## config.mk

```make
export PLATFORM = sky130hd
export DESIGN_NAME = sha256_msg_schedule
export DESIGN_NICKNAME = d
export VERILOG_FILES = /design/src/rtl/sha256_msg_schedule.sv
export SDC_FILE = /design/constraint.sdc
export NUM_CORES = 2
export LEC_CHECK = 0
export BUFFER_PORTS_ARGS = -buffer_cell sky130_fd_sc_hd__buf_2
export CAP_MARGIN = 20
export CELL_PAD_IN_SITES_DETAIL_PLACEMENT = 2
export CELL_PAD_IN_SITES_GLOBAL_PLACEMENT = 2
export CORE_MARGIN = 2
export CORE_UTILIZATION = 35
export DETAILED_ROUTE_END_ITERATION = 8
export PLACE_DENSITY = 0.73
export SLEW_MARGIN = 15
export SYNTH_ARGS = -nofsm -noshare
export SYNTH_HDL_FRONTEND = slang
export SYNTH_SLANG_ARGS = --single-unit
```

## constraint.sdc

```tcl
create_clock -name clk -period 13.2 [get_ports clk]
set_input_delay 1.98 -clock clk [delete_from_list [all_inputs] [get_ports clk]]
set_output_delay 1.98 -clock clk [all_outputs]
set_load 0.01 [all_outputs]
```

## src/rtl/sha256_msg_schedule.sv

```systemverilog
// SHA-256 message schedule: loads 16 block words, then streams W[0..ROUNDS-1] using a 16-entry circular buffer.
// Optional macro SHA256_SCHED_ROUND_IDX_EN adds the out_round port carrying the current round index t.
module sha256_msg_schedule #(
  parameter int ROUNDS = 64
) (
  input  logic        clk,
  input  logic        rst_n,
  input  logic        in_valid,
  output logic        in_ready,
  input  logic [31:0] in_word,
  output logic        out_valid,
  input  logic        out_ready,
  output logic [31:0] out_word,
  output logic        out_last,
`ifdef SHA256_SCHED_ROUND_IDX_EN
  output logic        busy,
  output logic [5:0]  out_round
`else
  output logic        busy
`endif
);

  typedef enum logic {LOAD, EMIT} state_t;

  localparam logic [5:0] LAST_T = 6'(ROUNDS - 1);

  state_t      state;
  state_t      state_nxt;
  logic [5:0]  cnt;
  logic [31:0] wbuf [16];
  logic [3:0]  slot;
  logic [31:0] expanded;
  logic        in_fire;
  logic        out_fire;
  logic        expanding;

  function automatic logic [31:0] sig0(input logic [31:0] x);
    return {x[6:0], x[31:7]} ^ {x[17:0], x[31:18]} ^ (x >> 3);
  endfunction

  function automatic logic [31:0] sig1(input logic [31:0] x);
    return {x[16:0], x[31:17]} ^ {x[18:0], x[31:19]} ^ (x >> 10);
  endfunction

  assign slot      = cnt[3:0];
  assign in_fire   = in_valid && in_ready;
  assign out_fire  = out_valid && out_ready;
  assign expanding = (state == EMIT) && (cnt >= 6'd16);

  // Modulo-16 slot arithmetic: t-2, t-7, t-15 (= t+1) and t-16 (= t) wrap naturally in 4 bits.
  always_comb begin
    expanded = sig1(wbuf[slot - 4'd2]) + wbuf[slot - 4'd7]
             + sig0(wbuf[slot + 4'd1]) + wbuf[slot];
  end

  always_ff @(posedge clk or negedge rst_n) begin
    if (!rst_n) begin
      state <= LOAD;
    end else begin
      state <= state_nxt;
    end
  end

  always_comb begin
    state_nxt = state;
    case (state)
      LOAD: if (in_fire && cnt == 6'd15) state_nxt = EMIT;
      EMIT: if (out_fire && cnt == LAST_T) state_nxt = LOAD;
      default: state_nxt = LOAD;
    endcase
  end

  always_comb begin
    in_ready  = (state == LOAD);
    out_valid = (state == EMIT);
    out_last  = (state == EMIT) && (cnt == LAST_T);
    busy      = (state != LOAD) || (cnt != 6'd0);
    out_word  = expanding ? expanded : wbuf[slot];
  end

`ifdef SHA256_SCHED_ROUND_IDX_EN
  assign out_round = (state == EMIT) ? cnt : 6'd0;
`else
`endif

  // Expanded words overwrite the slot of W[t-16], which is no longer needed once W[t] is accepted.
  always_ff @(posedge clk or negedge rst_n) begin
    if (!rst_n) begin
      cnt <= 6'd0;
      for (int i = 0; i < 16; i++) wbuf[i] <= 32'd0;
    end else if (in_fire) begin
      wbuf[slot] <= in_word;
      cnt        <= (cnt == 6'd15) ? 6'd0 : cnt + 6'd1;
    end else if (out_fire) begin
      if (expanding) wbuf[slot] <= expanded;
      cnt <= (cnt == LAST_T) ? 6'd0 : cnt + 6'd1;
    end
  end

endmodule
```

==> flow_summary.ini <==
[run_status]
status = completed

[worst_setup_path]
critPathMaxStageDelay_ps = 840
path_cells = buf_4 -> buf_4 -> mux4_2 -> mux4_2 -> xnor2_1 -> xnor2_1 -> fa_1 -> inv_1 -> fa_1 -> inv_1 -> ha_1 -> and4_1 -> a221o_1 -> o21ai_0 -> a31oi_1 -> o31a_1 -> buf_4 -> xnor2_1 -> o21ai_0 -> buf_2
crit_arrival_ps = 8940
worstSetupPathType = reg2out
critPathLaunchType = flop
path_delay_family = buffers and inverters
end_kind = output pin
critPathSlowestCell = dfrtp_4
critPathMaxFanout = 55
critical_path_buf_inv_count = 6
cp_data_required_time_ps = 11220

[synth]
ys.flop_type = dfrtp_1
synth_cell_types = 56
ys_warn_count = 0
async_flop_share_pct = 100
synth_edf_count = 0
ys_seq_area_share_pct = 35.3
ys_ff_latch = 519
yosysTopAreaCell = dfrtp_1
synthMostInstantiatedCell = nand2_1
avgSynthCellArea_sq_um = 11.1
synthCells = 3305
syn_area_sq_um = 36800
synthTopCellsByArea = dfrtp_1 35%, mux4_2 31%, o21ai_0 6.7%, nand2_1 6.0%, fa_1 3.4%
synth_common_cells = 590 x nand2_1, 519 x dfrtp_1, 511 x mux4_2
yosys.area.top_type_share_pct = 35.3
syn-num-nets = 3440

[global_routing]
grt_pass1_wl_mm = 219
grt_use_total_pct = 27.2
grt_pass1_vias = 31600
grt_max_degree = 149
antenna_found_initial = 2
grt_overflow_total = 0

[drt]
num_vias = 29600
routed_wl_mm = 145
routedWlPerCell_um = 31.4
antenna_left = 0
drc = 0
dr.pass1.iters = 5
drt_iter0_markers = 2821
via_per_inst = 6.39

[clock_network]
cts-root-buf = clkbuf_16
postCtsHoldBufs = 0
cts_tree = done
post_cts_buffers = 0
cts.sinks = 519
clk_pin_slew_ps = 60
cts.htree.levels = 2
numCtsBuffers = 61
ctsResizeCount = 0
clock_path_buffers = 3
clock_latency_ps = 670

[floorplanning]
fp.dieW_um = 328
fp.dieArea_sq_um = 108000
fp-row-count = 118
coreArea_sq_um = 104000
ios = 72
fp.dieH_um = 328
initial_core_util_pct = 35.4

[timing]
rsz0062_at_grt = no
max-slew-margin-rel_pct = 20.3
setup_viol = 0
drv_slew = 0
fmax_ghz = 0.0915
hold_violations = 0
finClkSkew_ps = 19.5
worst_pin_slew_ps = 1200
hold_ws_ps = 527
finalCritPeriodShare_pct = 82.8
fin_crit_ps = 10920
finalSetupTns_ps = 0

[layout]
final_nets = 3331
drive_gt1_share_pct = 24.7
fillers = 10700
area_delta_synth_final_pct = 11.0

[placed_design]
gp_congestion = 0.949
hpwl_mm = 94.8
portBuffers = 71

[run]
maxCapViolCount = 0

[hold_path]
hp-class = reg2reg
-- metrics by stage --
step                      utilization (%)  setup slack, ps  instance area (sq um)  cells
after floorplan                         -             2470                  36800   3305
after CTS                            39.2             2280                  40700   4622
final                                39.3             2280                  40800   4629
after detailed placement             37.0             3010                  38400   4507
after global routing                 39.3             1900                  40800   4628
after global placement               37.0             3200                  38400   4505
-- cell families after synthesis --
family / count (synthesis) / synth area share, %
adder cells (fa/ha/maj): 99 / 4.63
AND/OR/NAND/NOR: 918 / 10.4
XOR/XNOR: 145 / 3.55
buffers and inverters: 414 / 4.37
multiplexers: 532 / 31.9
flip-flops: 519 / 35.3
AO/OA/AOI/OAI: 678 / 9.89
-- worst paths after layout --
| path | startpoint | endpoint | slack, ps | depth (start not counted) |
|---|---|---|---|---|
| max in group asynchronous | rst_n | cnt[0] | 9580 | 3 |
| worst max register to register | cnt[1] | wbuf[218] | 4350 | 18 |
| worst min-delay path | wbuf[131] | wbuf[131] | 530 | 2 |
| worst min register to register | wbuf[131] | wbuf[131] | 530 | 2 |
| worst max-delay path | cnt[1] | out_word[30] | 2280 | 20 |
| min in group asynchronous | rst_n | wbuf[232] | 1290 | 1 |
-- final cells by class --
class / count / area [sq um] / area share (%)
clock inverters: 29 / 460 / 1.13
well taps: 1380 / 1730 / 4.23
clock buffers: 86 / 1780 / 4.36
diodes: 1 / 2.50 / 0.00613
flip-flops and latches: 519 / 13000 / 31.8
multi-input cells: 2372 / 22500 / 55.0
repair buffers: 137 / 1000 / 2.45
inverters: 105 / 395 / 0.969
-- metal layers --
layer	track usage [%]	vias up	wire (um)
li1	-	11900	-
met1	36.7	16200	60500
met2	44.4	1156	70100
met3	4.49	309	9240
met4	9.96	2	5590
met5	0	-	13
-- state kept, by name (all words and copies together), names as in the netlist --
register,count
cnt,6
wbuf,512
out_valid,1
-- cells in the final DEF (no fill, tap or decap), types with 4 or more instances in the layout --
master,instances
nand2_1,577
dfrtp_1,516
mux4_2,511
o21ai_0,492
nor2_1,161
xnor2_1,116
inv_1,104
a21oi_1,80
buf_2,70
fa_1,62
clkbuf_16,61
buf_4,56
nand3_1,51
or3_1,45
ha_1,35
xor2_1,23
mux2i_1,20
o211ai_1,18
a21o_1,17
clkbuf_8,16
clkinv_2,13
nor3_1,13
nand2_4,13
nand4_1,12
bufinv_16,12
o21ai_1,11
clkbuf_1,9
and3_1,8
and2_1,8
a31oi_1,8
o21a_1,8
nand3b_1,8
a21oi_2,7
nand2b_1,6
o21bai_1,5
buf_12,5
nor2b_1,4
a211oi_1,4
a221oi_1,4
buf_16,4
-- tightest hold or removal path, stage by stage, from the launching register on --
cell     delay (ps)
dfrtp_1         370
nand2_1          60
o21ai_0          60
Power is not shown: default switching activity piles up to over one toggle a cycle in this logic, so the estimate is an artifact.
